--- src/rtl/aes_inv_mix_columns_if.sv ---
// State bus for the AES InvMixColumns stage: input state with valid, transformed state with valid.
interface aes_inv_mix_columns_if;
  logic         in_valid;
  logic [127:0] state_in;
  logic [127:0] state_out;
  logic         out_valid;

  modport master (output in_valid, output state_in, input state_out, input out_valid);
  modport slave  (input in_valid, input state_in, output state_out, output out_valid);
endinterface

--- src/rtl/aes_inv_mix_columns.sv ---
// AES InvMixColumns on a 128-bit column-major state, xtime-chain GF(2^8) arithmetic.
// Optional single-cycle output register with valid flag, or a purely combinational path.
module aes_inv_mix_columns #(
  parameter bit REGISTER_OUTPUT = 1'b1
) (
  input logic                  clk,
  input logic                  rst_n,
  aes_inv_mix_columns_if.slave bus
);

  function automatic logic [7:0] xtime(input logic [7:0] b);
    return {b[6:0], 1'b0} ^ (b[7] ? 8'h1B : 8'h00);
  endfunction

  function automatic logic [31:0] inv_mix_col(input logic [31:0] col);
    logic [7:0] s  [4];
    logic [7:0] x2 [4];
    logic [7:0] x4 [4];
    logic [7:0] x8 [4];
    logic [7:0] m9 [4];
    logic [7:0] mb [4];
    logic [7:0] md [4];
    logic [7:0] me [4];
    for (int unsigned i = 0; i < 4; i++) begin
      s[i]  = col[31 - 8*i -: 8];
      x2[i] = xtime(s[i]);
      x4[i] = xtime(x2[i]);
      x8[i] = xtime(x4[i]);
      m9[i] = x8[i] ^ s[i];
      mb[i] = x8[i] ^ x2[i] ^ s[i];
      md[i] = x8[i] ^ x4[i] ^ s[i];
      me[i] = x8[i] ^ x4[i] ^ x2[i];
    end
    return {me[0] ^ mb[1] ^ md[2] ^ m9[3],
            m9[0] ^ me[1] ^ mb[2] ^ md[3],
            md[0] ^ m9[1] ^ me[2] ^ mb[3],
            mb[0] ^ md[1] ^ m9[2] ^ me[3]};
  endfunction

  logic [127:0] mixed;

  always_comb begin
    mixed = '0;
    for (int unsigned c = 0; c < 4; c++) begin
      mixed[127 - 32*c -: 32] = inv_mix_col(bus.state_in[127 - 32*c -: 32]);
    end
  end

  generate
    if (REGISTER_OUTPUT) begin : g_reg
      logic [127:0] state_q;
      logic         valid_q;

      // State only loads on valid so idle cycles hold the last result.
      always_ff @(posedge clk or negedge rst_n) begin
        if (!rst_n) begin
          state_q <= '0;
          valid_q <= 1'b0;
        end else begin
          valid_q <= bus.in_valid;
          if (bus.in_valid) state_q <= mixed;
        end
      end

      assign bus.state_out = state_q;
      assign bus.out_valid = valid_q;
    end else begin : g_comb
      logic unused_clk_rst;
      assign unused_clk_rst = clk ^ rst_n;
      assign bus.state_out  = mixed;
      assign bus.out_valid  = bus.in_valid;
    end
  endgenerate

endmodule

--- src/flat_wrapper.sv ---
// flat-port wrapper written by rule: the top's interface ports become plain ports
module aes_inv_mix_columns_flat 
#(
  parameter bit REGISTER_OUTPUT = 1'b1
)
  (clk, rst_n, bus_in_valid, bus_state_in, bus_state_out, bus_out_valid);
  aes_inv_mix_columns_if bus_i ();
  input logic clk;
  input logic rst_n;
  input wire logic [$bits(bus_i.in_valid)-1:0] bus_in_valid;
  input wire logic [$bits(bus_i.state_in)-1:0] bus_state_in;
  output wire logic [$bits(bus_i.state_out)-1:0] bus_state_out;
  output wire logic [$bits(bus_i.out_valid)-1:0] bus_out_valid;
  assign bus_i.in_valid = bus_in_valid;
  assign bus_i.state_in = bus_state_in;
  assign bus_state_out = bus_i.state_out;
  assign bus_out_valid = bus_i.out_valid;
  aes_inv_mix_columns #(.REGISTER_OUTPUT(REGISTER_OUTPUT)) u_core (.clk(clk), .rst_n(rst_n), .bus(bus_i));
endmodule
--- config.mk ---
export PLATFORM = sky130hd
export DESIGN_NAME = aes_inv_mix_columns_flat
export DESIGN_NICKNAME = d
export VERILOG_FILES = /design/src/rtl/aes_inv_mix_columns_if.sv /design/src/rtl/aes_inv_mix_columns.sv /design/src/flat_wrapper.sv
export SDC_FILE = /design/constraint.sdc
export NUM_CORES = 1
export LEC_CHECK = 0
export ABC_CLOCK_PERIOD_IN_PS = 1400
export CAP_MARGIN = 20
export CELL_PAD_IN_SITES_DETAIL_PLACEMENT = 0
export CELL_PAD_IN_SITES_GLOBAL_PLACEMENT = 1
export CORE_MARGIN = 2
export CORE_UTILIZATION = 45
export DETAILED_ROUTE_END_ITERATION = 10
export PLACE_DENSITY_LB_ADDON = 0.1
export SLEW_MARGIN = 0
export SYNTH_ARGS = -nofsm -noshare
export SYNTH_HDL_FRONTEND = slang
export SYNTH_SLANG_ARGS = --single-unit
export TNS_END_PERCENT = 30
--- constraint.sdc ---
create_clock -name clk -period 1.4 [get_ports clk]
set_input_delay 0.28 -clock clk [delete_from_list [all_inputs] [get_ports clk]]
set_output_delay 0.28 -clock clk [all_outputs]
set_load 0.005 [all_outputs]
Word-level counts from Yosys, hierarchy flattened
Index checks and enable logic that the tools add are counted.
{"block": "totals", "input_bits": 131, "reg_bits": 129, "word_cells": 242}
{"block": "classes", "muxes": 48, "bitwise_logic": 192}
{"operator": "$xor 8x8->8", "count": 192}
{"operator": "$mux 5", "count": 48}

Depth between registers and ports, before layout
Gate-level depths: netlist of run 1.
{"block": "depth", "ltp_word": 11, "mapped_depth": 7, "depth_no_buf": 6}

Least setup slack after synthesis of run 1
No wires, ideal clock.
{"block": "synth_path", "path_type": "input -> register", "start": "input bus_state_in[95]", "end": "register u_core.g_reg.state_q[67] (netlist: u_core.bus.state_out[67])", "required_time_ns": 1.275, "setup_ns": 0.125, "n_path_buf": 1, "stages": 7, "slack_ns": -0.814, "t_arrival_ns": 2.089, "path_cell_list": "buf_6 > xnor2_2 > xnor3_2 > xnor2_2 > xnor3_1 > xnor2_1 > mux2_2"}
{"block": "synth_via", "elab_chain_len": 9}
{"item": "from (decl)", "line": "flat_wrapper.sv:11", "text": "input wire logic [$bits(bus_i.state_in)-1:0] bus_state_in;"}
{"item": "$mux 5 (*)", "line": "aes_inv_mix_columns.sv:12", "text": "return {b[6:0], 1'b0} ^ (b[7] ? 8'h1B : 8'h00);"}
{"item": "$xor 8x8->8 (*)", "line": "aes_inv_mix_columns.sv:12"}
{"item": "$xor 8x8->8 (2 in a row)", "line": "aes_inv_mix_columns.sv:12"}
{"item": "$xor 8x8->8 (*) (2 in a row)", "line": "aes_inv_mix_columns.sv:30", "text": "mb[i] = x8[i] ^ x2[i] ^ s[i];"}
{"item": "$xor 8x8->8 (*) (3 in a row)", "line": "aes_inv_mix_columns.sv:37", "text": "mb[0] ^ md[1] ^ m9[2] ^ me[3]};"}
{"item": "to (signal assigned)", "line": "aes_inv_mix_columns.sv:61", "text": "if (bus.in_valid) state_q <= mixed;"}
{"item": "to (decl)", "line": "aes_inv_mix_columns.sv:51", "text": "logic [127:0] state_q;"}
Every way passes the cells marked *; elsewhere a longest branch is shown, timed or not.
A chain may end at the register's enable or synchronous reset.

Final worst setup path of run 1
{"block": "layout_path", "start": "input bus_state_in[79]", "end": "register u_core.g_reg.state_q[67] (netlist: u_core.bus.state_out[67])"}
{"block": "layout_via", "elab_chain_len": 7}
{"item": "$mux 5", "line": "aes_inv_mix_columns.sv:12"}
{"item": "$xor 8x8->8 (3 in a row)", "line": "aes_inv_mix_columns.sv:12"}
{"item": "$xor 8x8->8", "line": "aes_inv_mix_columns.sv:29", "text": "m9[i] = x8[i] ^ s[i];"}
{"item": "$xor 8x8->8 (2 in a row)", "line": "aes_inv_mix_columns.sv:37"}
No other way between the ends.

==> results of run 1 <==
-- flip-flops by register name (all words and copies together) (netlist names) --
signal                cells
u_core.bus.state_out    128
u_core.bus.out_valid      1
-- final cells by class --
| type | count | area [µm²] |
|---|---|---|
| Sequential cell | 129 | 3228 |
| Fill cell | 959 | 2455 |
| Antenna cell | 1 | 2.502 |
| Clock inverter | 14 | 146.4 |
| Tap cell | 378 | 473.0 |
| Clock buffer | 18 | 439.2 |
| Timing Repair Buffer | 740 | 6828 |
| Inverter | 9 | 33.78 |
| Multi-Input combinational cell | 926 | 14250 |
-- worst register-to-register path, delay by kind of cell (launching register included) --
kind     cells  cell delay, ns
mux          1            0.28
flops        1            0.39
buf+inv      1            0.14
-- worst min-delay path by stage --
stage | to | cells past startpoint
global route | u_core.bus.state_out[112]$_DFFE_PN0P_ | 2
CTS | u_core.bus.state_out[108]$_DFFE_PN0P_ | 2
global placement | u_core.bus.state_out[94]$_DFFE_PN0P_ | 1
finish | u_core.bus.state_out[112]$_DFFE_PN0P_ | 2
detailed placement | u_core.bus.state_out[85]$_DFFE_PN0P_ | 1
floorplan | u_core.bus.out_valid$_DFF_PN0_ | 0
-- power groups by stage --
stage               registers [mW]  clock network [mW]  logic [mW]
floorplan                     6.82                   0        11.0
CTS                           6.80                4.66        21.9
detailed placement            6.88                   0        19.5
global route                  7.22                4.87        26.5
global placement              6.84                   0        19.2
finish                        7.06                4.74        25.4
-- Yosys cell counts --
cell type | number | area [µm²]
buf_6 | 5 | 56.30
clkbuf_8 | 1 | 13.76
clkbuf_2 | 1 | 5.000
clkbuf_1 | 34 | 127.6
xor3_1 | 2 | 47.55
dlygate4sd1_1 | 2 | 17.52
xor2_1 | 158 | 1384
xnor2_4 | 3 | 82.58
xor2_2 | 4 | 65.06
xnor2_1 | 577 | 5054
buf_4 | 3 | 22.52
buf_2 | 34 | 170.2
dfrtp_1 | 129 | 3228
xor2_4 | 3 | 82.58
xnor2_2 | 30 | 488.0
mux2_2 | 119 | 1340
xnor3_2 | 2 | 47.55
xnor3_1 | 19 | 427.9
inv_1 | 9 | 33.78
mux2i_1 | 9 | 90.09
-- repair_timing --
action | CTS | global route
gates resized for setup | 1044 | 463
pin swaps | 295 | 227
endpoints found under the setup margin | 257 | 190
hold buffers | 1 | 0
setup buffers | 115 | 39
hold endpoints to repair | 22 | 0
-- layer usage --
metal | global-route usage | wire, µm
met1 | 0.3724 | 21150
met2 | 0.5703 | 29710
met3 | 0.05915 | 2852
met4 | 0.1382 | 3160
met5 | 0 | 0
-- metrics by stage --
stage,power [mW],setup WS [ns]
after global placement,26.08,-1.166
after global routing,38.57,-0.3900
after floorplan,17.78,-0.5491
after detailed placement,26.39,-1.212
after CTS,33.38,-0.3925
final,37.23,-0.3875
-- kinds of logic (layout without fill, tap and decap cells) --
| family | after synthesis | in the layout | share of synthesized area |
|---|---|---|---|
| muxes | 128 | 128 | 0.1119 |
| DFF | 129 | 129 | 0.2525 |
| buffers and inverters | 89 | 781 | 0.03494 |
| other | 0 | 1 | 0 |
| xor gates and xnor gates | 798 | 798 | 0.6007 |
==> flow_summary.toml, run 1 <==
[outcome]
outcome = "finished with violations"
violations = "negative setup slack"

[grt]
grt_pass1_vias = 12170
antenna_found_initial = 1
overflow = 0
grt_pass1_wl_mm = 72.08
grt.total_usage = 0.3184
grt_max_degree = 38

[worst_setup_path]
cp-endpoint = "u_core.bus.state_out[67]$_DFFE_PN0P_"
worstSetupStartpointType = "input pin"
timing.critical_path.buf_inv = 1
worstPathMaxFanout = 3
r2r-end = "u_core.bus.state_out[78]$_DFFE_PN0P_"
cp.arrival_ns = 2.12
ff2ff_path_depth = 2
crit_type = "input pin to flop"
crit_path_end_kind = "flop"
path_common_cell = "xor2_2"
cp_slowest_cell = "xnor3_1"
crit_family = "XOR/XNOR gates"
worstPathRequired_ns = 1.74
reg2reg_from = "u_core.bus.state_out[78]$_DFFE_PN0P_"
crit_cells = 7
path_cells = "buf_2 > xor2_2 > xnor2_4 > xor2_2 > xnor3_1 > xnor2_1 > mux2_4"
cp_slowest_stage_delay_ns = 0.46
r2r_setup_slack_ns = 0.47
setup.worst_path.start = "bus_state_in[79]"

[synthesis]
synth.distinct_cells = 20
synthesis.area_mm2 = 0.01278
syn_avg_cell_area_um2 = 11.17
synth_cells = 1144
ys_ff_latch = 129
synth_warnings = 0
synth_nets = 1275
synth-seq-area-share = 0.2525

[floorplan]
core-area_mm2 = 0.02786
dieArea_mm2 = 0.02977
die_h_um = 172.5
rows = 61
dieWidth_um = 172.5
initial_core_util = 0.4589
pin_count = 260

[cells_and_area]
final_cell_area_mm2 = 0.02540
instances_no_fill = 2215
final_core_util = 0.9119
final_cell_mix = "335 x buf_4, 283 x xnor2_1, 193 x xnor2_2, 156 x buf_6, 134 x xnor2_4"
area_growth_pct = 98.72
drive_above_1_share = 0.6465
final_common_cell = "buf_4"
fin_nets = 1954

[timing]
relSlewSlack = 0.6424
final-hold-violation-count = 0
drv_slew = 0
setup_slack_ns = -0.3875
fin_setup_tns_ns = -14.24
rsz0062_at_grt = "true"
max_clock_freq_ghz = 0.5594
fin_skew_ns = 0
min_period_ns = 1.788
whs_ns = 0.2350
setup-violations-final = 124
worst_pin_slew_ns = 0.5325
period_share = 1.277

[clock_tree]
cts_made_buffers = 17
clock_latency_ns = 0.44
cts_tree = "done"
clock_sink_count = 129
clk_pin_slew_ns = 0.07
clock_path_buffers = 2
cts_max_level = 4
clockRootBuffer = "clkbuf_16"

[placement]
place_inst = 2084
gp_congestion = 0.8953
port_buffers = 259
dp_hpwl_mm = 30.67
dpl_cell_area_mm2 = 0.01936

[power]
p_sw_frac = 0.3863
power_frac_seq = 0.189
intPower_mw = 22.85
clkPwrFrac = 0.127
p_comb_frac = 0.683
total_leakage_power_nw = 11.16
p_switching_mw = 14.38
peakVddDrop_uv = 968.8
p_per_area_mw_per_mm2 = 1466

[route]
antenna_left = 0
wl_per_cell_um = 25.68
routed_wl_mm = 56.88
viasPerCell = 5.152
via_count = 11410
drt_first_pass_iters = 5
drt_iter0_drc = 743
drc = 0

[hold_path]
hold_class = "input pin to flop"
min_from = "bus_in_valid"

[run]
maxCapViolations = 0
(Power assumes the default switching activity.)
==> run 2: changes to the inputs <==
--- a/config.mk
+++ b/config.mk
@@ -5,14 +5,15 @@
 export SDC_FILE = /design/constraint.sdc
 export NUM_CORES = 1
 export LEC_CHECK = 0
-export ABC_CLOCK_PERIOD_IN_PS = 1400
+export ABC_CLOCK_PERIOD_IN_PS = 1700
 export CAP_MARGIN = 20
 export CELL_PAD_IN_SITES_DETAIL_PLACEMENT = 0
 export CELL_PAD_IN_SITES_GLOBAL_PLACEMENT = 1
 export CORE_MARGIN = 2
-export CORE_UTILIZATION = 45
+export CORE_UTILIZATION = 42
 export DETAILED_ROUTE_END_ITERATION = 10
 export PLACE_DENSITY_LB_ADDON = 0.1
+export SKIP_CTS_REPAIR_TIMING = 1
 export SLEW_MARGIN = 0
 export SYNTH_ARGS = -nofsm -noshare
 export SYNTH_HDL_FRONTEND = slang
==> constraint.sdc (replaced) <==
create_clock -name clk -period 1.7 [get_ports clk]
set_input_delay 0.34 -clock clk [delete_from_list [all_inputs] [get_ports clk]]
set_output_delay 0.34 -clock clk [all_outputs]
set_load 0.005 [all_outputs]
==> run 2 against run 1 <==
  * The flow still finishes with violations (negative setup slack)
  * Clock skew did not move
  * Die area rose by 7.0%
  * Sequential cell count unchanged
  * Final cell count is 0.18% lower
  * Non-clock buffer count is 15 lower
  * Combinational power decreased by 30%
  * Clock power down 18%
  * Sequential share of layout area up 1.6 points
  * Power shrank 26%
  * Via count shrank 12%
  * Global-route usage down 8.0 points
  * Critical endpoint unchanged
  * Largest cell class unchanged
==> flow_summary.toml, run 2 (synthesis results as in run 1) <==
[placement]
place_inst = 2113
port_buffers = 259
dp_slack_ns = -0.9483
gp_congestion = 0.8818
dpl_cell_area_mm2 = 0.01930
dp_hpwl_mm = 30.96

[clock_tree]
clock_path_buffers = 2
cts_tree = "done"
clock_latency_ns = 0.43
cts_max_level = 4
clk_pin_slew_ns = 0.07
clockRootBuffer = "clkbuf_16"
clock_sink_count = 129
cts_made_buffers = 17

[power]
p_sw_frac = 0.3379
p_comb_frac = 0.653
total_leakage_power_nw = 10.55
clkPwrFrac = 0.143
intPower_mw = 18.13
p_per_area_mw_per_mm2 = 1215
peakVddDrop_uv = 790.3
p_switching_mw = 9.251
power_frac_seq = 0.204

[worst_setup_path]
cp_slowest_stage_delay_ns = 0.47
worstPathRequired_ns = 2.02
worstSetupStartpointType = "input pin"
worstPathMaxFanout = 3
crit_cells = 8
timing.critical_path.buf_inv = 2
ff2ff_path_depth = 1
cp_slowest_cell = "xnor3_2"
crit_type = "input pin to flop"
path_common_cell = "buf_6"
r2r_setup_slack_ns = 0.90
crit_family = "XOR/XNOR gates"
path_cells = "buf_6 > buf_6 > xnor2_4 > xnor3_2 > xnor2_2 > xnor3_1 > xnor2_1 > mux2_4"
cp.arrival_ns = 2.20
crit_path_end_kind = "flop"

[route]
antenna_left = 0
via_count = 10060
drt_iter0_drc = 354
drc = 0
viasPerCell = 4.550
routed_wl_mm = 40.56
wl_per_cell_um = 18.34
drt_first_pass_iters = 4

[grt]
antenna_found_initial = 0
grt_pass1_wl_mm = 57.17
grt_max_degree = 37
overflow = 0
grt.total_usage = 0.2389
grt_pass1_vias = 10310

[cells_and_area]
final_core_util = 0.7566
drive_above_1_share = 0.4959
final_cell_area_mm2 = 0.02254
final_cell_mix = "429 x xnor2_1, 399 x buf_4, 129 x dfrtp_1, 125 x xnor2_2, 124 x dlymetal6s2s_1"
final_common_cell = "xnor2_1"
fin_nets = 1939
instances_no_fill = 2211
n_antenna_cell = 0
area_growth_pct = 76.35
largest_register_ffs = 128
fillerInstances = 2010

[floorplan]
pin_count = 260
core-area_mm2 = 0.02980
initial_core_util = 0.4290
die_h_um = 178.5
rows = 63
dieArea_mm2 = 0.03185
dieWidth_um = 178.5

[timing]
period_share = 1.107
worst_pin_slew_ns = 0.4677
setup_slack_ns = -0.1819
fin_skew_ns = 0
rsz0062_at_grt = "true"
drv_slew = 0
final-hold-violation-count = 0
fin_setup_tns_ns = -1.570
max_clock_freq_ghz = 0.5314
min_period_ns = 1.882
relSlewSlack = 0.6859
setup-violations-final = 20

[run]
maxCapViolations = 0

[outcome]
violations = "negative setup slack"
outcome = "finished with violations"

[hold_path]
min_delay_path_depth = 2
hold_class = "input pin to flop"
[run 2: changes by cell type in the layout (fill, tap and decap cells not counted), moves of 33 or more]
cell             delta
xnor2_1           +146
mux2_4             -41
clkdlybuf4s50_1    +99
buf_4              +64
xnor2_4            -78
xor2_1             +33
mux2_2             +41
dlygate4sd2_1      -56
xnor2_2            -68
dlymetal6s2s_1    +116
xor2_4             -37
clkdlybuf4s15_1    -71
buf_6             -100
[run 2: layout make-up]
| type | count | area (µm²) | share of cell area |
|---|---|---|---|
| clock inverters | 12 | 157.7 | 0.006993 |
| clock buffers | 20 | 436.7 | 0.01937 |
| inverters | 9 | 33.78 | 0.001499 |
| repair buffers | 725 | 6739 | 0.2989 |
| multi-input cells | 926 | 11460 | 0.5084 |
| flip-flops and latches | 129 | 3228 | 0.1432 |
| well taps | 390 | 488.0 | 0.02165 |
[run 2: path summary, 6_finish.rpt]
kind	to	startpoint
setup / recovery	u_core.bus.state_out[67]$_DFFE_PN0P_	bus_state_in[95]
min in group asynchronous	u_core.bus.state_out[86]$_DFFE_PN0P_	rst_n
hold / removal	u_core.bus.state_out[100]$_DFFE_PN0P_	bus_in_valid
hold reg to reg	u_core.bus.state_out[30]$_DFFE_PN0P_	u_core.bus.state_out[30]$_DFFE_PN0P_
setup reg to reg	u_core.bus.state_out[127]$_DFFE_PN0P_	u_core.bus.state_out[127]$_DFFE_PN0P_
max in group asynchronous	u_core.bus.state_out[98]$_DFFE_PN0P_	rst_n
[run 2: per-layer routing]
layer	wire (µm)	vias up	track usage
met1	17180	4976	0.3119
met3	1633	31	0.03836
met4	540	0	0.04641
li1	-	4841	-
met2	21210	211	0.4180
met5	0	-	0
[run 2: power groups by stage]
stage                     registers [mW]  clock network [mW]  logic (mW)
final                               5.59                3.90        17.9
after global routing                5.77                4.11        19.2
after CTS                           5.62                4.00        16.2
after detailed placement            5.65                   0        16.1
after global placement              5.62                   0        15.9
after floorplan                     5.62                   0        8.91
[run 2: stage by stage]
step	total power, mW	hold slack, ns
CTS	25.78	-0.2136
global placement	21.50	0.2530
floorplan	14.52	0.04441
detailed placement	21.72	0.2574
finish	27.38	0.2848
global route	29.08	0.2796
